$ cat config.mk
export PLATFORM = sky130hd
export DESIGN_NAME = qam_demapper
export DESIGN_NICKNAME = d
export VERILOG_FILES = /design/src/rtl/qam_demapper.sv
export SDC_FILE = /design/constraint.sdc
export NUM_CORES = 1
export LEC_CHECK = 0
export BUFFER_PORTS_ARGS = -buffer_cell sky130_fd_sc_hd__buf_2
export CAP_MARGIN = 5
export CORE_MARGIN = 10
export CORE_UTILIZATION = 40
export DETAILED_ROUTE_END_ITERATION = 10
export GPL_TIMING_DRIVEN = 0
export PLACE_DENSITY = 0.62
export SYNTH_ARGS = -nofsm -noshare
export SYNTH_HDL_FRONTEND = slang
export SYNTH_SLANG_ARGS = --single-unit
export TNS_END_PERCENT = 50
$ cat constraint.sdc
create_clock -name sys_clk -period 2.9 [get_ports sys_clk]
set_clock_uncertainty 0.2 [all_clocks]
set_input_delay 0.58 -clock sys_clk [delete_from_list [all_inputs] [get_ports sys_clk]]
set_output_delay 0.58 -clock sys_clk [all_outputs]
set_load 0.02 [all_outputs]
$ cat src/rtl/qam_demapper.sv
// ---------------------------------------------------------------------------
// qam_demapper
//   Receive-side 16-QAM hard demapper with a small symbol FIFO.  Each signed
//   3-bit I/Q sample is sliced to a 2-bit Gray code per component, the
//   {I_code, Q_code} symbol is buffered, and every symbol is released to the
//   downstream decoder as two 2-bit pairs (I half first, then Q half) over a
//   valid/ready handshake.
//
// Configuration:
//   QAM_DEMAP_ERASURE_EN  when defined, adds the pair_erase output and stores
//                         a per-component decision-boundary flag in the FIFO.
//
// Ports:
//   sys_clk     in   system clock, rising edge
//   reset       in   asynchronous active-low reset
//   sym_valid   in   I/Q sample valid this cycle (no backpressure)
//   I, Q        in   signed 3-bit samples, nominal -3,-1,+1,+3
//   pair_out    out  2-bit code-word pair (I half, then Q half)
//   pair_valid  out  pair_out valid (FIFO not empty)
//   pair_ready  in   decoder accepts the pair this cycle
//   overflow    out  sticky: a symbol was dropped on a full FIFO
//   pair_erase  out  (optional) current half came from a boundary sample
//   level       out  FIFO occupancy in symbols
// ---------------------------------------------------------------------------
module qam_demapper #(
  parameter int DEPTH = 4
) (
  input  logic                     sys_clk,
  input  logic                     reset,
  input  logic                     sym_valid,
  input  logic signed [2:0]        I,
  input  logic signed [2:0]        Q,
  output logic [1:0]               pair_out,
  output logic                     pair_valid,
  input  logic                     pair_ready,
  output logic                     overflow,
`ifdef QAM_DEMAP_ERASURE_EN
  output logic                     pair_erase,
`endif
  output logic [$clog2(DEPTH):0]   level
);

  localparam int AW = $clog2(DEPTH);
  localparam int LW = AW + 1;
`ifdef QAM_DEMAP_ERASURE_EN
  localparam int EW = 6;   // {I_erase, Q_erase, I_code, Q_code}
`else
  localparam int EW = 4;   // {I_code, Q_code}
`endif

  // Hard decision slicer: thresholds at -2, 0, +2 of the two's-complement value.
  function automatic logic [1:0] slice_code(input logic [2:0] v);
    logic [1:0] c;
    case (v)
      3'b011, 3'b010: c = 2'b10;   // +3, +2
      3'b001, 3'b000: c = 2'b11;   // +1,  0
      3'b111, 3'b110: c = 2'b01;   // -1, -2
      3'b101, 3'b100: c = 2'b00;   // -3, -4
      default:        c = 2'b00;
    endcase
    return c;
  endfunction

  // A sample sitting exactly on a decision threshold (0, +2, -2).
  function automatic logic is_boundary(input logic [2:0] v);
    return (v == 3'b000) || (v == 3'b010) || (v == 3'b110);
  endfunction

  logic [EW-1:0] mem_r [DEPTH];
  logic [AW-1:0] wr_ptr_r;
  logic [AW-1:0] rd_ptr_r;
  logic [LW-1:0] level_r;
  logic          phase_r;
  logic          overflow_r;

  logic [EW-1:0] sym_word_s;
  logic [EW-1:0] head_s;
  logic          full_s;
  logic          hs_s;
  logic          pop_s;
  logic          wr_en_s;
  logic          drop_s;

`ifdef QAM_DEMAP_ERASURE_EN
  assign sym_word_s = {is_boundary(I), is_boundary(Q), slice_code(I), slice_code(Q)};
`else
  assign sym_word_s = {slice_code(I), slice_code(Q)};
`endif

  assign head_s     = mem_r[rd_ptr_r];
  assign full_s     = (level_r == LW'(DEPTH));
  assign pair_valid = (level_r != LW'(0));
  assign hs_s       = pair_valid & pair_ready;
  // An entry leaves only once its Q half has been accepted.
  assign pop_s      = hs_s & phase_r;
  // A full FIFO still accepts a write when the head is popped in the same cycle.
  assign wr_en_s    = sym_valid & (~full_s | pop_s);
  assign drop_s     = sym_valid & full_s & ~pop_s;

  // Gated with pair_valid so outputs read zero while the FIFO is empty.
  assign pair_out = pair_valid ? (phase_r ? head_s[1:0] : head_s[3:2]) : 2'b00;
`ifdef QAM_DEMAP_ERASURE_EN
  assign pair_erase = pair_valid ? (phase_r ? head_s[4] : head_s[5]) : 1'b0;
`endif

  assign level    = level_r;
  assign overflow = overflow_r;

  // Symbol storage; contents are only observed through a valid head.
  always_ff @(posedge sys_clk) begin
    if (wr_en_s) begin
      mem_r[wr_ptr_r] <= sym_word_s;
    end
  end

  // Pointers, occupancy, half-select phase and sticky overflow.
  always_ff @(posedge sys_clk or negedge reset) begin
    if (!reset) begin
      wr_ptr_r   <= AW'(0);
      rd_ptr_r   <= AW'(0);
      level_r    <= LW'(0);
      phase_r    <= 1'b0;
      overflow_r <= 1'b0;
    end else begin
      // DEPTH is a power of two, so pointer wrap is natural rollover.
      if (wr_en_s) begin
        wr_ptr_r <= wr_ptr_r + AW'(1);
      end
      if (pop_s) begin
        rd_ptr_r <= rd_ptr_r + AW'(1);
      end
      if (hs_s) begin
        phase_r <= ~phase_r;
      end
      if (drop_s) begin
        overflow_r <= 1'b1;
      end
      case ({wr_en_s, pop_s})
        2'b10:   level_r <= level_r + LW'(1);
        2'b01:   level_r <= level_r - LW'(1);
        default: level_r <= level_r;
      endcase
    end
  end

endmodule

# Yosys cells after proc, flatten, opt, wreduce, memory -nomap -nowiden
# Memory sizes are Yosys's and may differ from the RTL's.
# Cells that the tools add are included.
[totals]
romBits = 32
ram_bits = 16
in_bits = 10
memories = 3
regBits = 9
elab_cells = 31
[op_classes]
bitwise = 9
mux = 5
reduce_logical = 2
n_addsub = 4
eq_ne = 3
[memory_table]
columns = ["memory", "depth", "word_bits", "read_ports", "rd_ports_with_merged_regs", "write_ports", "line_no", "rtl"]
rows = [
  ["(no name shown)", 8, 2, 1, 0, 0, "54", "case (v)"],
  ["(no name shown)", 8, 2, 1, 0, 0, "54", ""],
  ["mem_r", 4, 4, 1, 0, 1, "69", "logic [EW-1:0] mem_r [DEPTH];"],
]
[op_table]
columns = ["cell", "n"]
rows = [
  ["$pmux W3 S2", 1],
  ["$and A1 B1 Y1", 5],
  ["$add A2 B1 Y2 const B", 2],
  ["$mux W2", 2],
  ["$add A3 B1 Y3 const B", 1],
  ["$eq A3 B3 Y1 const B", 1],
  ["$not A1 Y1", 3],
  ["$reduce_bool A3 Y1", 1],
  ["$sub A3 B1 Y3 const B", 1],
  ["$eq A2 B1 Y1 const B", 1],
  ["$eq A2 B2 Y1 const B", 1],
  ["$mux W1", 2],
  ["$reduce_bool A2 Y1", 1],
  ["$or A1 B1 Y1", 1],
]

# Depth between registers and ports, before layout
# Gate-level depths: netlist of run 1.
[logic_depth]
word_depth = 7
mapped_depth = 8
depth_no_buf = 7

# Worst setup path before layout of run 1
# OpenSTA, ideal clock, no wires.
[synth_path]
path_type = "register to register"
start = "register level_r[2], in the netlist level[2]"
end = "register level_r[2], in the netlist level[2]"
period_less_slack_ns = 2.163
required_ns = 2.596
stages_incl_launch_ff = 9
arrival_ns = 1.858
setup_slack_ns = 0.737
cell_sequence = "dfrtp_1 -> buf_2 -> nor3_2 -> nor2_1 -> nand2_1 -> fa_1 -> nand2b_1 -> o32a_1 -> o311ai_1"
[synth_between]
elab_chain_len = 7
elab_cells_between_ends = 13
[synth_rtl]
columns = ["item", "line_no", "rtl"]
rows = [
  ["start: declaration", "72", "logic [LW-1:0] level_r;"],
  ["start signal: assignment", "139", "2'b10: level_r <= level_r + LW'(1);"],
  ["start signal: assignment", "140", "2'b01: level_r <= level_r - LW'(1);"],
  ["start signal: assignment", "141", "default: level_r <= level_r;"],
  ["$reduce_bool A3 Y1", "92", "assign pair_valid = (level_r != LW'(0));"],
  ["$and A1 B1 Y1", "93", "assign hs_s = pair_valid & pair_ready;"],
  ["$and A1 B1 Y1", "95", "assign pop_s = hs_s & phase_r;"],
  ["$or A1 B1 Y1", "97", "assign wr_en_s = sym_valid & (~full_s | pop_s);"],
  ["$and A1 B1 Y1", "97", ""],
  ["$eq A2 B1 Y1 or $eq A2 B2 Y1 (tied branches)", "138", "case ({wr_en_s, pop_s})"],
  ["$pmux W3 S2 or $reduce_bool A2 Y1 (tied branches)", "--", ""],
]
# Several ways; a longest one is shown, not always the timed one.
# A chain may end at the register's enable or synchronous reset.

# Worst setup path after layout of run 1
[layout_path]
start = "register rd_ptr_r[1]"
end = "output pair_out[0]"
[layout_between]
elab_chain_len = 3
[layout_rtl]
columns = ["item", "line_no", "rtl"]
rows = [
  ["start: declaration", "71", "logic [AW-1:0] rd_ptr_r;"],
  ["start signal: assignment", "130", "rd_ptr_r <= rd_ptr_r + AW'(1);"],
  ["$mem_v2 Z4 W4", "--", ""],
  ["$mux W2 (2 in a row)", "101", "assign pair_out = pair_valid ? (phase_r ? head_s[1:0] : head_s[3:2]) : 2'b00;"],
  ["end: declaration", "33", "output logic [1:0] pair_out,"],
]
# Every way passes these cells.

==> impl_metrics.json, run 1 <==
{
  "outcome": "complete, no violations",
  "drtAntennaViolNets": 0,
  "start_util_pct": 41.3,
  "syn-num-nets": 102,
  "drive_above_1_share_pct": 28.6,
  "p_leak_nw": 0.554,
  "cts_setup_buffers": 0,
  "final_cell_mix": "16 x buf_2, 16 x edfxtp_1, 9 x inv_1, 9 x dfrtp_1, 6 x xnor2_1",
  "grt_pass1_vias": 724,
  "critPathLaunchType": "register",
  "slowest_stage": "mux4_2",
  "grt_max_degree": 15,
  "critPathMaxStageDelay_ps": 490,
  "fmax_ghz": 0.409,
  "ctsResizeCount": 0,
  "cts_tree": "built",
  "vdd_drop_max_v": 0.000340,
  "cts_buffer_depth": 2,
  "htreeDepth": 1,
  "path_clk_slew_ps": 140,
  "io_buffers": 13,
  "grt.total_usage_pct": 8.25,
  "arrival_ps": 1670,
  "required_ps": 2120,
  "ys.flop_type": "edfxtp_1",
  "via_per_inst": 5.01,
  "yosysSeqAreaShare_pct": 57.0,
  "tightest_slew_ps": 318,
  "synth_compound_area_share_pct": 8.28,
  "place_ws_ps": 479,
  "rsz0062_at_grt": "no",
  "synth_top_family_by_area": "multiplexers",
  "setup_violations": 0,
  "synth-seq-cells": 25,
  "synth.avg_cell_area_um2": 14.2,
  "crit_chain": "buf_6, mux4_2, mux2i_1, nor2_1, buf_2",
  "relSlewSlack_pct": 78.6,
  "antenna_found_initial": 0,
  "cp_max_fo": 5,
  "fin_setup_tns_ps": 0,
  "synth_simple_gate_area_share_pct": 8.48,
  "fin_nets": 121,
  "rows": 20,
  "drt_wl_total_um": 2090,
  "finalCritPeriodShare_pct": 84.4,
  "numCtsBuffers": 3,
  "grt_pass1_wl_um": 3540,
  "diodes": 0,
  "io_pins": 17,
  "slew_viol_final": 0,
  "final.fill_count": 279,
  "final_area_um2": 1380,
  "power_density_nw_per_um2": 1010,
  "routabilityCongestion": 0.746,
  "core_area_um2": 3000,
  "syn_area_um2": 1240,
  "synthDistinctLibCells": 32,
  "yosysWarnings": 0,
  "die_h_um": 75.7,
  "power_mw": 1.40,
  "cap_violations": 0,
  "finalCriticalPeriod_ps": 2450,
  "netlist_instances": 87,
  "wl_per_cell_um": 15.2,
  "critPathBufInv": 2,
  "first_pass_iters": 4,
  "hpwl_um": 1670,
  "ctsHoldBuffers": 1,
  "setup_ws_ps": 452,
  "overflow": 0,
  "synth_xor_xnor_area_share_pct": 5.66,
  "clock_sinks": 25,
  "synth_adder_area_share_pct": 5.66,
  "area_delta_synth_final_pct": 11.6,
  "crit_family": "multiplexers",
  "num_vias": 691,
  "async_flop_share_pct": 36.0,
  "worstSkewPairLatency_ps": 330,
  "hold_path.class": "reg -> reg",
  "cp-end-kind": "output port",
  "dieArea_um2": 5720,
  "drc": 0,
  "synthMuxAreaShare_pct": 10.1,
  "cts_root_buffer": "clkbuf_4",
  "drt-initial-drc-count": 14,
  "critPathKind": "reg -> out",
  "final_hold_viol_count": 0,
  "final_util_pct": 46.0,
  "die_w_um": 75.7,
  "synth-edff-count": 16,
  "placed_area_um2": 1350
}
[kinds of logic after synthesis]
family	count (synthesis)
AOI/OAI and AO/OA	11
xor gates and xnor gates	8
adders and majority gates	5
buffers and inverters	13
DFF	25
muxes	7
and+or+nand+nor	18
[cell usage after synthesis, drive strengths merged, types with 3 or more instances]
master	n	area [um^2]
mux4	4	90.1
dfrtp	9	225
buf	4	26.3
nand2	3	11.3
xnor2	6	52.6
nor2	4	17.5
ha	4	50.1
edfxtp	16	480
inv	9	33.8
and2	5	33.8
[power breakdown]
part	leakage, nW	switching, mW	internal [mW]
clock network	0.0177	0.105	0.0518
registers	0.251	0.0836	0.497
logic	0.285	0.364	0.297
[sequential cells by signal, summed over array words and instances (netlist names)]
| register | flops |
|---|---|
| phase_r | 1 |
| level | 3 |
| overflow | 1 |
| mem_r | 16 |
| rd_ptr_r | 2 |
| wr_ptr_r | 2 |
[cell type report]
cell class | count | area (um^2) | share of cell area [%]
clock buffer | 3 | 22.5 | 1.63
multi-input combinational | 49 | 473 | 34.2
tap | 33 | 41.3 | 2.99
buffer | 4 | 26.3 | 1.90
sequential | 25 | 706 | 51.0
clock inverter | 1 | 5.00 | 0.362
inverter | 9 | 33.8 | 2.44
timing repair buffer | 14 | 75.1 | 5.43
[stage by stage]
step | hold WS, ps | instances
6_report | 285 | 138
5_1_grt | 315 | 138
4_1_cts | 294 | 138
3_5_place_dp | 252 | 133
3_3_place_gp | 242 | 133
2_1_floorplan | 84.4 | 87
[per-layer routing]
metal,vias to the layer above,GRT usage [%],routed length (um)
li1,348,-,-
met5,-,0,0
met2,10,13.4,1060
met1,331,9.97,897
met4,0,3.71,36
met3,2,2.21,102
[path summary, 6_finish.rpt]
path	startpoint	to	slack, ps	depth (start not counted)
max	rd_ptr_r[1]	pair_out[0]	450	5
min	overflow	overflow	280	1
max reg2reg	level[2]	level[2]	690	8
min reg2reg	overflow	overflow	280	1
max in group asynchronous	reset	level[2]	1910	2
min in group asynchronous	reset	level[0]	410	2
(Power assumes the default switching activity.)
==> inputs of run 2 (changes only) <==
--- a/config.mk
+++ b/config.mk
@@ -11,7 +11,7 @@
 export CORE_UTILIZATION = 40
 export DETAILED_ROUTE_END_ITERATION = 10
 export GPL_TIMING_DRIVEN = 0
-export PLACE_DENSITY = 0.62
+export PLACE_DENSITY = 0.64
 export SYNTH_ARGS = -nofsm -noshare
 export SYNTH_HDL_FRONTEND = slang
 export SYNTH_SLANG_ARGS = --single-unit
==> constraint.sdc (replaced) <==
create_clock -name sys_clk -period 2.1 [get_ports sys_clk]
set_clock_uncertainty 0.2 [all_clocks]
set_input_delay 0.42 -clock sys_clk [delete_from_list [all_inputs] [get_ports sys_clk]]
set_output_delay 0.42 -clock sys_clk [all_outputs]
set_load 0.02 [all_outputs]
==> run 2 against run 1 <==
Sequential power up 41%. Die area unchanged. Total power up 41%. Register-to-register slack worse by 750 ps. Via count up 1.0%. Setup slack worse by 620 ps. The run now ends with negative setup slack left. Largest cell class unchanged.
==> impl_metrics.json, run 2 (synthesis results as in run 1) <==
{
  "outcome": "complete, but fails checks",
  "violations": "negative setup slack",
  "via_per_inst": 5.02,
  "diodes": 0,
  "hold_path.class": "in -> reg",
  "grt.total_usage_pct": 7.88,
  "fmax_ghz": 0.440,
  "drt_wl_total_um": 2000,
  "relSlewSlack_pct": 77.4,
  "area_delta_synth_final_pct": 13.5,
  "first_pass_iters": 4,
  "path_clk_slew_ps": 130,
  "fin_nets": 122,
  "finalCritPeriodShare_pct": 108,
  "rsz0062_at_grt": "yes",
  "grt_pass1_vias": 698,
  "layout_commonest_cell": "edfxtp_1",
  "numCtsBuffers": 3,
  "drtAntennaViolNets": 0,
  "drt-initial-drc-count": 15,
  "cap_violations": 0,
  "worstSkewPairLatency_ps": 310,
  "antenna_found_initial": 0,
  "power_mw": 1.98,
  "rows": 20,
  "clock_sinks": 25,
  "wl_per_cell_um": 14.4,
  "required_ps": 1480,
  "final_cell_mix": "16 x edfxtp_1, 13 x buf_2, 9 x inv_1",
  "largest_register_ffs": 16,
  "io_buffers": 13,
  "place_ws_ps": -161,
  "io_pins": 17,
  "internal_power_mw": 1.22,
  "power_density_nw_per_um2": 1410,
  "cts_buffer_depth": 2,
  "power_frac_seq_pct": 41.3,
  "vdd_drop_max_v": 0.000633,
  "setup_violations": 3,
  "routabilityCongestion": 0.773,
  "grt_pass1_wl_um": 3430,
  "p_leak_nw": 0.557,
  "arrival_ps": 1650,
  "die_h_um": 75.7,
  "dieArea_um2": 5720,
  "cts_tree": "built",
  "num_vias": 698,
  "start_util_pct": 41.3,
  "die_w_um": 75.7,
  "cts_root_buffer": "clkbuf_4",
  "swShare_pct": 38.5,
  "top_register": "mem_r",
  "drive_above_1_share_pct": 31.1,
  "final_hold_viol_count": 0,
  "finalCriticalPeriod_ps": 2270,
  "tightest_slew_ps": 337,
  "grt_max_degree": 14,
  "critPathLaunchType": "register",
  "power_switching_mw": 0.761,
  "cp-end-kind": "output port",
  "core_area_um2": 3000,
  "setup_ws_ps": -171,
  "cp_max_fo": 5,
  "slew_viol_final": 0,
  "htreeDepth": 1,
  "overflow": 0,
  "pwr-share-comb_pct": 48.5,
  "drc": 0,
  "critPathKind": "reg -> out",
  "p_clk_share_pct": 10.2,
  "hpwl_um": 1620
}
==> run 2: cell types whose count changed in the layout (fill, tap and decap cells not counted) <==
cell | previous run | this run
nor3_4 | 0 | 1
buf_4 | 0 | 4
nor3_2 | 1 | 0
clkbuf_1 | 0 | 1
dfrtp_2 | 0 | 3
buf_2 | 16 | 13
dfrtp_1 | 9 | 6
clkinv_2 | 1 | 0
==> run 2: final cells by class <==
class	count	area, um^2
multi-input combinational	49	479
inverter	9	33.8
buffer	4	28.8
timing repair buffer	15	87.6
tap	33	41.3
fill	263	1600
clock buffer	4	26.3
sequential	25	709
==> run 2: worst max-delay path: stages, from the launching register on <==
cell and delay, ps:
dfrtp_1 370, buf_6 130, mux4_2 490, mux2i_1 140, nor2_1 50, buf_4 160
==> run 2: routing by layer <==
layer | vias to the layer above | part of all wire (%) | GRT usage, %
met5 | - | 0 | 0
met4 | 0 | 0.35 | 1.86
met3 | 2 | 3.2 | 2.86
met2 | 5 | 51 | 13.1
met1 | 341 | 45 | 9.46
li1 | 350 | - | -
==> run 2: repair_timing <==
action / CTS / global route
hold buffers: 1 / 0
gates resized for setup: 4 / 1
pin swaps: 1 / 0
cloned: 0 / 0
endpoints found under the hold margin: 9 / 0
setup buffers: 1 / 0
setup endpoints to repair: 5 / 4
==> run 2: path summary, 6_finish.rpt <==
kind                             startpoint           to  slack (ps)  depth (start not counted)
worst max register to register     level[2]     level[2]         -60                          8
min in group asynchronous             reset     level[0]         270                          2
worst max-delay path            rd_ptr_r[1]  pair_out[1]        -170                          5
max in group asynchronous             reset     level[2]        1240                          2
worst min register to register     overflow     overflow         300                          1
worst min-delay path             pair_ready      phase_r         200                          3
==> run 2: metrics by stage <==
step	instances	TNS [ps]	util (%)	cell area (um^2)	hold WS (ps)
after floorplan	87	0	-	1240	-75.6
after global placement	133	-157	44.9	1350	87.6
after detailed placement	133	-225	44.9	1350	84.0
after CTS	139	-453	46.8	1400	199
after global routing	139	-802	46.8	1410	234
final	139	-400	46.8	1410	201
==> run 2: power by group through the flow <==
stage          Clock (mW)  Sequential, mW  Combinational [mW]
6_report            0.202           0.817               0.959
3_3_place_gp            0           0.810               0.909
2_1_floorplan           0           0.836               0.673
3_5_place_dp            0           0.821               0.932
4_1_cts             0.208           0.820               0.969
5_1_grt             0.227           0.838                1.08
==> inputs of run 3 (changes only) <==
--- a/config.mk
+++ b/config.mk
@@ -7,7 +7,7 @@
 export LEC_CHECK = 0
 export BUFFER_PORTS_ARGS = -buffer_cell sky130_fd_sc_hd__buf_2
 export CAP_MARGIN = 5
-export CORE_MARGIN = 10
+export CORE_MARGIN = 2
 export CORE_UTILIZATION = 40
 export DETAILED_ROUTE_END_ITERATION = 10
 export GPL_TIMING_DRIVEN = 0
==> run 3 against run 2 <==
Sequential power is essentially flat. Global-route usage rose by 4.7 points. Largest power group unchanged. Register-to-register slack improved by 20 ps. Maximum frequency shrank 0.37%. Routed wire length decreased by 5.0%. Largest cell class unchanged. The run still ends with negative setup slack left. Critical path type unchanged. Cell count unchanged.
==> impl_metrics.json, run 3 (synthesis results as in run 1) <==
{
  "fin_nets": 122,
  "rsz0062_at_grt": "yes",
  "crit_family": "multiplexers",
  "critPathLaunchType": "register",
  "worstSkewPairLatency_ps": 310,
  "use_met2_pct": 19.1,
  "p_leak_nw": 0.558,
  "cts_buffer_depth": 2,
  "slowest_stage": "mux4_2",
  "drc": 0,
  "drtAntennaViolNets": 0,
  "cts_tree": "built",
  "hold_path.class": "in -> reg",
  "die_h_um": 59.7,
  "arrival_ps": 1660,
  "grt_pass1_wl_um": 3240,
  "htreeDepth": 1,
  "cap_violations": 0,
  "core_area_um2": 3000,
  "relSlewSlack_pct": 81.1,
  "via_per_inst": 5.24,
  "tightest_slew_ps": 281,
  "grt_pass1_vias": 706,
  "gr-max-usage-layer": "met2",
  "drive_above_1_share_pct": 32.1,
  "io_buffers": 13,
  "diodes": 0,
  "cts_root_buffer": "clkbuf_4",
  "grt_use_met3_pct": 2.16,
  "critPathMaxStageDelay_ps": 490,
  "power_mw": 1.97,
  "critPathKind": "reg -> out",
  "slew_viol_final": 0,
  "finalCriticalPeriod_ps": 2280,
  "path_clk_slew_ps": 130,
  "cp-end-kind": "output port",
  "setup_violations": 3,
  "largest_register_ffs": 16,
  "clock_sinks": 25,
  "grt_max_degree": 15,
  "start_util_pct": 41.3,
  "num_vias": 729,
  "overflow": 0,
  "required_ps": 1480,
  "routabilityCongestion": 0.736,
  "final_cell_mix": "16 x edfxtp_1, 14 x buf_2, 9 x inv_1",
  "grtUsageMet1_pct": 16.8,
  "final_util_pct": 46.8,
  "power_density_nw_per_um2": 1400,
  "hpwl_um": 1440,
  "wl_per_cell_um": 13.7,
  "layout_commonest_cell": "edfxtp_1",
  "die_w_um": 59.7,
  "drt-initial-drc-count": 14,
  "rows": 20,
  "grt.total_usage_pct": 12.6,
  "numCtsBuffers": 3,
  "ff2ff_setup_slack_ps": -40,
  "area_delta_synth_final_pct": 13.4,
  "antenna_found_initial": 0,
  "vdd_drop_max_v": 0.000532,
  "cp_max_fo": 5,
  "critPathBufInv": 2,
  "drt_wl_total_um": 1900,
  "final_hold_viol_count": 0,
  "setup_ws_ps": -179,
  "dieArea_um2": 3560,
  "first_pass_iters": 4,
  "violations": "negative setup slack",
  "io_pins": 17,
  "fmax_ghz": 0.439,
  "finalCritPeriodShare_pct": 109,
  "crit_chain": "buf_6, mux4_2, mux2i_1, nor2_1, buf_4",
  "top_register": "mem_r",
  "outcome": "complete, but fails checks"
}
==> run 3: cell count changes in the layout (fill, tap and decap cells not counted) <==
cell,change
clkbuf_1,-1
buf_4,-1
clkinv_2,+1
buf_2,+1
==> run 3: where the power goes <==
part | total, mW | switching, mW | internal (mW)
Combinational | 0.949 | 0.505 | 0.443
Clock | 0.208 | 0.137 | 0.0712
Sequential | 0.815 | 0.122 | 0.693
==> run 3: area by class of cell <==
| cell class | instances | area [um^2] |
|---|---|---|
| clock buffer | 3 | 22.5 |
| inverter | 9 | 33.8 |
| tap | 33 | 41.3 |
| sequential | 25 | 709 |
| fill | 270 | 1600 |
| clock inverter | 1 | 5.00 |
| multi-input combinational | 49 | 479 |
| buffer | 4 | 28.8 |
| timing repair buffer | 15 | 85.1 |
==> run 3: final timing paths <==
| path | from | end | cells after the start |
|---|---|---|---|
| setup / recovery | rd_ptr_r[1] | pair_out[0] | 5 |
| hold / removal | Q[2] | mem_r[2][1] | 2 |
| setup reg to reg | level[2] | level[2] | 8 |
| hold reg to reg | overflow | overflow | 1 |
| max in group asynchronous | reset | level[2] | 2 |
| min in group asynchronous | reset | level[0] | 2 |
==> run 3: what timing repair did <==
| item | CTS | global route |
|---|---|---|
| endpoints found under the setup margin | 5 | 4 |
| setup buffers | 1 | 0 |
| gates cloned | 0 | 0 |
| gates resized for setup | 4 | 0 |
| hold buffers | 1 | 0 |
| endpoints found under the hold margin | 9 | 0 |
| pin swaps | 1 | 1 |
==> run 3: layer usage <==
layer  wire, um  part of all wire, %
met5          0                    0
met4         46                  2.4
met3         57                  3.0
met2        923                   49
met1        876                   46
==> run 3: worst register-to-register path, stage by stage, from the launching register on <==
cell and delay (ps):
dfrtp_2 380, buf_4 170, nor3_4 60, nor2_1 190, nand2_1 90, fa_1 390, nand2b_1 190, o32a_1 300
o311ai_1 80
==> run 3: stage by stage <==
| stage | cells | hold slack [ps] | TNS (ps) | setup slack (ps) | cell area [um^2] |
|---|---|---|---|---|---|
| final | 139 | 212 | -399 | -179 | 1410 |
| after global routing | 139 | 217 | -843 | -279 | 1410 |
| after CTS | 139 | 202 | -464 | -209 | 1410 |
| after detailed placement | 133 | 87.3 | -195 | -135 | 1350 |
| after global placement | 133 | 88.1 | -170 | -145 | 1350 |
| after floorplan | 87 | -75.6 | 0 | 3.14 | 1240 |
